## src/rtl/jtbubl_dwnld_pkg.sv

```systemverilog
// Shared region map, FIFO entry type and GFX address remap for the Bubble Bobble loader.
package jtbubl_dwnld_pkg;

   localparam int unsigned AW         = 25;
   localparam int unsigned WW         = 22;
   localparam int unsigned DW         = 8;
   localparam int unsigned MW         = 2;
   localparam int unsigned FIFO_DEPTH = 2;
   localparam int unsigned PROM_LEN   = 512;

   localparam logic [AW-1:0] SUB_START  = 25'h2_8000;
   localparam logic [AW-1:0] GFX_START  = 25'h4_0000;
   localparam logic [AW-1:0] GFX_LEN    = 25'h8_0000;
   localparam logic [AW-1:0] PROM_START = 25'hC_0000;
   localparam logic [AW-1:0] PROM_END   = PROM_START + AW'(PROM_LEN);

   typedef struct packed {
      logic [WW-1:0] addr;
      logic [DW-1:0] data;
      logic [MW-1:0] mask;
   } prog_entry_t;

   typedef enum logic [1:0] {
      REG_SDRAM,
      REG_PROM,
      REG_DROP
   } region_t;

   typedef enum logic {
      ST_IDLE,
      ST_WAIT
   } state_t;

   // Which destination an incoming byte address belongs to
   function automatic region_t classify(input logic [AW-1:0] a);
      if (a >= PROM_END)        return REG_DROP;
      else if (a >= PROM_START) return REG_PROM;
      else                      return REG_SDRAM;
   endfunction

   // Rotate the GFX offset so the two top bits become the byte-lane/word LSBs
   function automatic logic [18:0] gfx_swizzle(input logic [18:0] r);
      return {r[16:0], r[18:17]};
   endfunction

   // SDRAM word address and active-low lane mask for an SDRAM-class byte
   function automatic prog_entry_t map_sdram(input logic [AW-1:0] a, input logic [DW-1:0] d);
      prog_entry_t e;
      logic [18:0] n;
      e.data = d;
      if (a >= GFX_START && a < GFX_START + GFX_LEN) begin
         n      = gfx_swizzle(19'(a - GFX_START));
         e.addr = WW'(GFX_START >> 1) + WW'(n[18:1]);
         e.mask = n[0] ? 2'b01 : 2'b10;
      end else begin
         e.addr = a[22:1];
         e.mask = a[0] ? 2'b01 : 2'b10;
      end
      return e;
   endfunction

endpackage

```

## src/rtl/jtbubl_dwnld_if.sv

```systemverilog
// ioctl input stream plus SDRAM/PROM programming outputs of the loader.
interface jtbubl_dwnld_if;
   import jtbubl_dwnld_pkg::*;

   logic          downloading;
   logic [AW-1:0] ioctl_addr;
   logic [DW-1:0] ioctl_data;
   logic          ioctl_wr;
   logic [WW-1:0] prog_addr;
   logic [DW-1:0] prog_data;
   logic [MW-1:0] prog_mask;
   logic          prog_we;
   logic          prom_we;
   logic          sdram_ack;
   logic          dwnld_busy;
   logic          dwnld_ovf;

   modport master (
      input  downloading, ioctl_addr, ioctl_data, ioctl_wr, sdram_ack,
      output prog_addr, prog_data, prog_mask, prog_we, prom_we, dwnld_busy, dwnld_ovf
   );

   modport slave (
      output downloading, ioctl_addr, ioctl_data, ioctl_wr, sdram_ack,
      input  prog_addr, prog_data, prog_mask, prog_we, prom_we, dwnld_busy, dwnld_ovf
   );

endinterface

```

## src/rtl/jtbubl_dwnld_fifo.sv

```systemverilog
// Two-entry synchronous FIFO; a push into a full FIFO is dropped unless a pop frees a slot.
module jtbubl_dwnld_fifo
   import jtbubl_dwnld_pkg::*;
(
   input  logic        clk,
   input  logic        rst,
   input  logic        push,
   input  prog_entry_t din,
   input  logic        pop,
   output prog_entry_t head_c,
   output logic        empty_c,
   output logic        full_c,
   output logic        drop_c
);

   prog_entry_t mem [FIFO_DEPTH];
   logic        rd_ptr;
   logic        wr_ptr;
   logic [1:0]  count;
   logic        pop_ok;
   logic        push_ok;

   assign empty_c = (count == 2'd0);
   assign full_c  = (count == 2'(FIFO_DEPTH));
   assign pop_ok  = pop && !empty_c;
   assign push_ok = push && (!full_c || pop_ok);
   assign drop_c  = push && !push_ok;
   assign head_c  = mem[rd_ptr];

   // Entry storage, no reset needed: occupancy gates every read
   always_ff @(posedge clk) begin
      if (push_ok) mem[wr_ptr] <= din;
   end

   // Pointers and occupancy
   always_ff @(posedge clk) begin
      if (rst) begin
         rd_ptr <= 1'b0;
         wr_ptr <= 1'b0;
         count  <= 2'd0;
      end else begin
         if (push_ok) wr_ptr <= ~wr_ptr;
         if (pop_ok)  rd_ptr <= ~rd_ptr;
         case ({push_ok, pop_ok})
            2'b10:   count <= count + 2'd1;
            2'b01:   count <= count - 2'd1;
            default: count <= count;
         endcase
      end
   end

endmodule

```

## src/rtl/jtbubl_dwnld.sv

```systemverilog
// ioctl byte stream to SDRAM write requests and colour PROM write strobes.
module jtbubl_dwnld
   import jtbubl_dwnld_pkg::*;
(
   input  logic           clk,
   input  logic           rst,
   jtbubl_dwnld_if.master bus
);

   region_t     region_c;
   logic        sdram_hit_c;
   logic        prom_hit_c;
   prog_entry_t entry_c;
   prog_entry_t head_c;
   logic        empty_c;
   logic        full_c;
   logic        drop_c;
   logic        issue_c;
   state_t      state;
   logic [WW-1:0] held_addr;
   logic [DW-1:0] held_data;

   assign region_c    = classify(bus.ioctl_addr);
   assign sdram_hit_c = bus.ioctl_wr && (region_c == REG_SDRAM);
   assign prom_hit_c  = bus.ioctl_wr && (region_c == REG_PROM);
   assign entry_c     = map_sdram(bus.ioctl_addr, bus.ioctl_data);

   // A PROM byte owns prog_addr/prog_data for its cycle, so a new request
   // is held back one cycle rather than launched with an overloaded address.
   assign issue_c = (state == ST_IDLE) && !empty_c && !prom_hit_c;

   jtbubl_dwnld_fifo u_fifo (
      .clk     (clk),
      .rst     (rst),
      .push    (sdram_hit_c),
      .din     (entry_c),
      .pop     (issue_c),
      .head_c  (head_c),
      .empty_c (empty_c),
      .full_c  (full_c),
      .drop_c  (drop_c)
   );

   // Request FSM, PROM pulse and the shared prog_addr/prog_data bus
   always_ff @(posedge clk) begin
      if (rst) begin
         state         <= ST_IDLE;
         bus.prog_addr <= '0;
         bus.prog_data <= '0;
         bus.prog_mask <= 2'b11;
         bus.prog_we   <= 1'b0;
         bus.prom_we   <= 1'b0;
         held_addr     <= '0;
         held_data     <= '0;
      end else begin
         bus.prom_we <= prom_hit_c;
         case (state)
            ST_IDLE: begin
               if (issue_c) begin
                  held_addr   <= head_c.addr;
                  held_data   <= head_c.data;
                  bus.prog_we <= 1'b1;
                  state       <= ST_WAIT;
               end
            end
            ST_WAIT: begin
               if (bus.sdram_ack) begin
                  bus.prog_we <= 1'b0;
                  state       <= ST_IDLE;
               end
            end
            default: state <= ST_IDLE;
         endcase
         if (prom_hit_c) begin
            bus.prog_addr <= {14'd0, bus.ioctl_addr[7:0]};
            bus.prog_data <= bus.ioctl_data;
         end else if (issue_c) begin
            bus.prog_addr <= head_c.addr;
            bus.prog_data <= head_c.data;
            bus.prog_mask <= head_c.mask;
         end else begin
            // Restore the latched request after a PROM overload cycle
            bus.prog_addr <= held_addr;
            bus.prog_data <= held_data;
         end
      end
   end

   // Sticky overflow flag
   always_ff @(posedge clk) begin
      if (rst)         bus.dwnld_ovf <= 1'b0;
      else if (drop_c) bus.dwnld_ovf <= 1'b1;
   end

   assign bus.dwnld_busy = bus.downloading | !empty_c | bus.prog_we;

   logic unused_c;
   assign unused_c = full_c;

endmodule
```

## src/flat_wrapper.sv

```systemverilog
// flat-port wrapper written by rule: the top's interface ports become plain ports
module jtbubl_dwnld_flat import jtbubl_dwnld_pkg::*;
  (clk, rst, bus_downloading, bus_ioctl_addr, bus_ioctl_data, bus_ioctl_wr, bus_sdram_ack, bus_prog_addr, bus_prog_data, bus_prog_mask, bus_prog_we, bus_prom_we, bus_dwnld_busy, bus_dwnld_ovf);
  jtbubl_dwnld_if bus_i ();
  input  logic clk;
  input  logic rst;
  input wire logic [$bits(bus_i.downloading)-1:0] bus_downloading;
  input wire logic [$bits(bus_i.ioctl_addr)-1:0] bus_ioctl_addr;
  input wire logic [$bits(bus_i.ioctl_data)-1:0] bus_ioctl_data;
  input wire logic [$bits(bus_i.ioctl_wr)-1:0] bus_ioctl_wr;
  input wire logic [$bits(bus_i.sdram_ack)-1:0] bus_sdram_ack;
  output wire logic [$bits(bus_i.prog_addr)-1:0] bus_prog_addr;
  output wire logic [$bits(bus_i.prog_data)-1:0] bus_prog_data;
  output wire logic [$bits(bus_i.prog_mask)-1:0] bus_prog_mask;
  output wire logic [$bits(bus_i.prog_we)-1:0] bus_prog_we;
  output wire logic [$bits(bus_i.prom_we)-1:0] bus_prom_we;
  output wire logic [$bits(bus_i.dwnld_busy)-1:0] bus_dwnld_busy;
  output wire logic [$bits(bus_i.dwnld_ovf)-1:0] bus_dwnld_ovf;
  assign bus_i.downloading = bus_downloading;
  assign bus_i.ioctl_addr = bus_ioctl_addr;
  assign bus_i.ioctl_data = bus_ioctl_data;
  assign bus_i.ioctl_wr = bus_ioctl_wr;
  assign bus_i.sdram_ack = bus_sdram_ack;
  assign bus_prog_addr = bus_i.prog_addr;
  assign bus_prog_data = bus_i.prog_data;
  assign bus_prog_mask = bus_i.prog_mask;
  assign bus_prog_we = bus_i.prog_we;
  assign bus_prom_we = bus_i.prom_we;
  assign bus_dwnld_busy = bus_i.dwnld_busy;
  assign bus_dwnld_ovf = bus_i.dwnld_ovf;
  jtbubl_dwnld u_core (.clk(clk), .rst(rst), .bus(bus_i));
endmodule
```

## config.mk

```make
export PLATFORM = sky130hd
export DESIGN_NAME = jtbubl_dwnld_flat
export DESIGN_NICKNAME = d
export VERILOG_FILES = /design/src/rtl/jtbubl_dwnld_pkg.sv /design/src/rtl/jtbubl_dwnld_if.sv /design/src/rtl/jtbubl_dwnld_fifo.sv /design/src/rtl/jtbubl_dwnld.sv /design/src/flat_wrapper.sv
export SDC_FILE = /design/constraint.sdc
export NUM_CORES = 1
export LEC_CHECK = 0
export BUFFER_PORTS_ARGS = -buffer_cell sky130_fd_sc_hd__buf_2
export CORE_MARGIN = 2
export CORE_UTILIZATION = 50
export CTS_BUF_LIST = sky130_fd_sc_hd__clkbuf_8
export DETAILED_ROUTE_END_ITERATION = 7
export HOLD_SLACK_MARGIN = 0.1
export PLACE_DENSITY = 0.7
export SETUP_SLACK_MARGIN = 0.15
export SKIP_LAST_GASP = 1
export SYNTH_ARGS = -nofsm -noshare
export SYNTH_HDL_FRONTEND = slang
export SYNTH_HIERARCHICAL = 1
export SYNTH_SLANG_ARGS = --single-unit
```

## constraint.sdc

```tcl
create_clock -name clk -period 4.41 [get_ports clk]
set_input_delay 0.441 -clock clk [delete_from_list [all_inputs] [get_ports clk]]
set_output_delay 0.441 -clock clk [all_outputs]
set_load 0.005 [all_outputs]
```

==> key figures <==
Outcome
  • Status: completed

Timing
  • Rel. slew slack: a little under half
  • Fmax: 369 MHz
  • TNS Setup: 0 ns
  • Final period util: 61.5%
  • Setup repair after global routing missed its margin: no
  • Final Setup Violations: 0
  • Fin. Hold Viols: 0
  • Slew Viols, Final: 0
  • Slew at the pin closest to its max-slew limit: 0.820 ns
  • Clk_skew: around 0.0075 ns
  • Period minus WS final: 2.71 ns

Yosys
  • Net Count, Synth: roughly 660
  • Syn avg cell area: 10.1 sq um
  • YS warnings: 6
  • Post-synthesis cell area: around 6300 sq um
  • Syn Inst Count: approximately 620

CTS
  • Root Buffer Master: clkbuf_8
  • CTS tree: done
  • Post-CTS setup buffers: 0
  • Clk sink count: 135
  • Total CTS buffers: 17
  • CTS Buffer Depth: 2
  • # H-tree levels: 4
  • Reg clk slew, reported paths: ~0.070 ns
  • Clk Latency, worst-skew pair: 0.45 ns
  • Hold-fix buffers at CTS: 0
  • Post_cts resized: 0

Run
  • Max Cap Viol: 0

Floorplanning
  • Initial Utilization: 50.8%
  • Core ar.: 12,500 sq um
  • DIE AREA: 13,600 sq um
  • Die Wd: 116 microns
  • Num rows: 41
  • Die height: 116 microns
  • Io pins: between 70 and 80

Worst setup path
  • Crit Path Category: primary input to register
  • WP data arrival: 2.84 ns
  • Worst path cell trace: buf_2, or3_1, or2_4, o21ai_2, inv_1, o21ai_4, nor2_2, buf_4
  • Critical Path End Type: register
  • Slowest CP cell: or2_4
  • CP Max Fanout: between 60 and 70
  • Crit path launch type: primary input
  • CP max stage delay: 0.65 ns
  • WP data required: 4.53 ns

Layout
  • Fraction of layout cells with a size suffix above 1: 26.9%
  • Area Growth Syn to Fin: 12.5%
  • Nets: between 700 and 800
  • Cell Count, Final, Fillers Out: 855
  • Commonest non-fill, non-tap cell in the layout: nand2_1
  • # diodes: 0
  • Most frequent cells in the layout: 96 x nand2_1, 73 x buf_2, 71 x dfxtp_1

Detailed routing
  • DR top layer: met4
  • First-pass DRT Iterations: 6
  • DRC viols: 0
  • Met3 routed WL: 1200 microns
  • Detailed-route wire length per cell: 17.9 microns
  • Met2 wire length: 7300 microns
  • Final ANT Viol Nets: 0
  • M1 WL: 6500 microns
  • Vias per cell: between 5 and 6
  • Initial DRC Count: ~420
  • Final WL: 15,300 microns
  • Via count: 4,978

Hold path
  • Worst hold path class: primary input to register

Global routing
  • Largest net degree at the start of global routing: between 90 and 100
  • Antenna violations before repair: 0
  • Gr usage total: a little under a quarter
  • Vias in the first global route: between 4,000 and 5,000
  • First-pass GRT wire length: 23,700 microns
  • Gr ovfl total: 0

Place
  • Gp weighted congestion: between 0.8 and 0.9
  • PortBufs: 73
  • Cell total after placement: 823
  • DP Wirelength: 9580 microns

Power
  • Leakage: 0.00264 uW
  • Power Dens Cells: 347 nW/um^2
  • Worst VDD drop: 236 uV
worst max-delay path: cells and delay by family:
| family | cells | cell delay [ns] |
|---|---|---|
| AO/OA/AOI/OAI | 2 | 0.28 |
| AND/OR/NAND/NOR | 3 | 1.30 |
| buffers and inverters | 3 | 0.79 |
power breakdown:
| group | leakage, uW | internal (uW) | total, uW | switching, uW |
|---|---|---|---|---|
| sequential | 0.00115 | 1320 | 1320 | 3.17 |
| clock | 0.000192 | 548 | 1030 | 480 |
| combinational | 0.00130 | 44.0 | 118 | 73.9 |
| total | 0.00264 | 1910 | 2470 | 557 |
metrics by stage:
step	hold WS [ns]	cell area [sq um]	utilization (%)	worst slack [ns]	power, uW
2_1_floorplan	0.436	6330	-	1.02	1420
3_3_place_gp	0.447	6720	53.9	1.33	1460
3_5_place_dp	0.451	6720	53.9	1.24	1470
4_1_cts	0.174	7120	57.1	1.72	2490
5_1_grt	0.167	7120	57.1	1.44	2550
6_report	0.196	7120	57.1	1.70	2470
sequential cells by signal (all words and copies together) (netlist names), named ones only:
signal,flops
u_core/bus.prog_data,8
u_core/bus.dwnld_ovf,1
u_core/u_fifo/count,2
u_core/bus.prog_mask,2
u_core/u_fifo/wr_ptr,1
u_core/held_addr,22
u_core/bus.prom_we,1
u_core/u_fifo/mem,64
u_core/held_data,8
u_core/bus.prog_addr,22
u_core/state,1
u_core/bus.prog_we,1
u_core/u_fifo/rd_ptr,1
per-layer routing:
layer / vias to the layer above / GRT usage [%]
li1: 2372 / -
met1: 2370 / 30.7
met2: 213 / 36.7
met3: 23 / 7.21
met4: 0 / 8.33
met5: - / 0
layout make-up:
| cell class | count | area, sq um |
|---|---|---|
| Tap cell | 172 | 215 |
| Multi-Input combinational cell | 429 | 2720 |
| Sequential cell | 135 | 3340 |
| Timing Repair Buffer | 81 | 425 |
| Clock buffer | 17 | 234 |
| Inverter | 6 | 22.5 |
| Clock inverter | 15 | 161 |
| Fill cell | 1063 | 5350 |
worst paths after layout:
| check | from | cells after the start | end | slack, ns |
|---|---|---|---|---|
| worst max-delay path | bus_ioctl_addr[20] | 8 | u_core/u_fifo/mem[0][26]$_DFFE_PP_ | 1.70 |
| worst min-delay path | bus_ioctl_data[2] | 1 | u_core/u_fifo/mem[1][4]$_DFFE_PP_ | 0.20 |
| worst max register to register | u_core/u_fifo/count[1]$_SDFFE_PP0P_ | 7 | u_core/u_fifo/mem[0][26]$_DFFE_PP_ | 2.02 |
| worst min register to register | u_core/held_addr[8]$_SDFFE_PP0N_ | 2 | u_core/bus.prog_addr[8]$_SDFF_PP0_ | 0.46 |
Note: power is estimated with default switching activity, not from simulation.
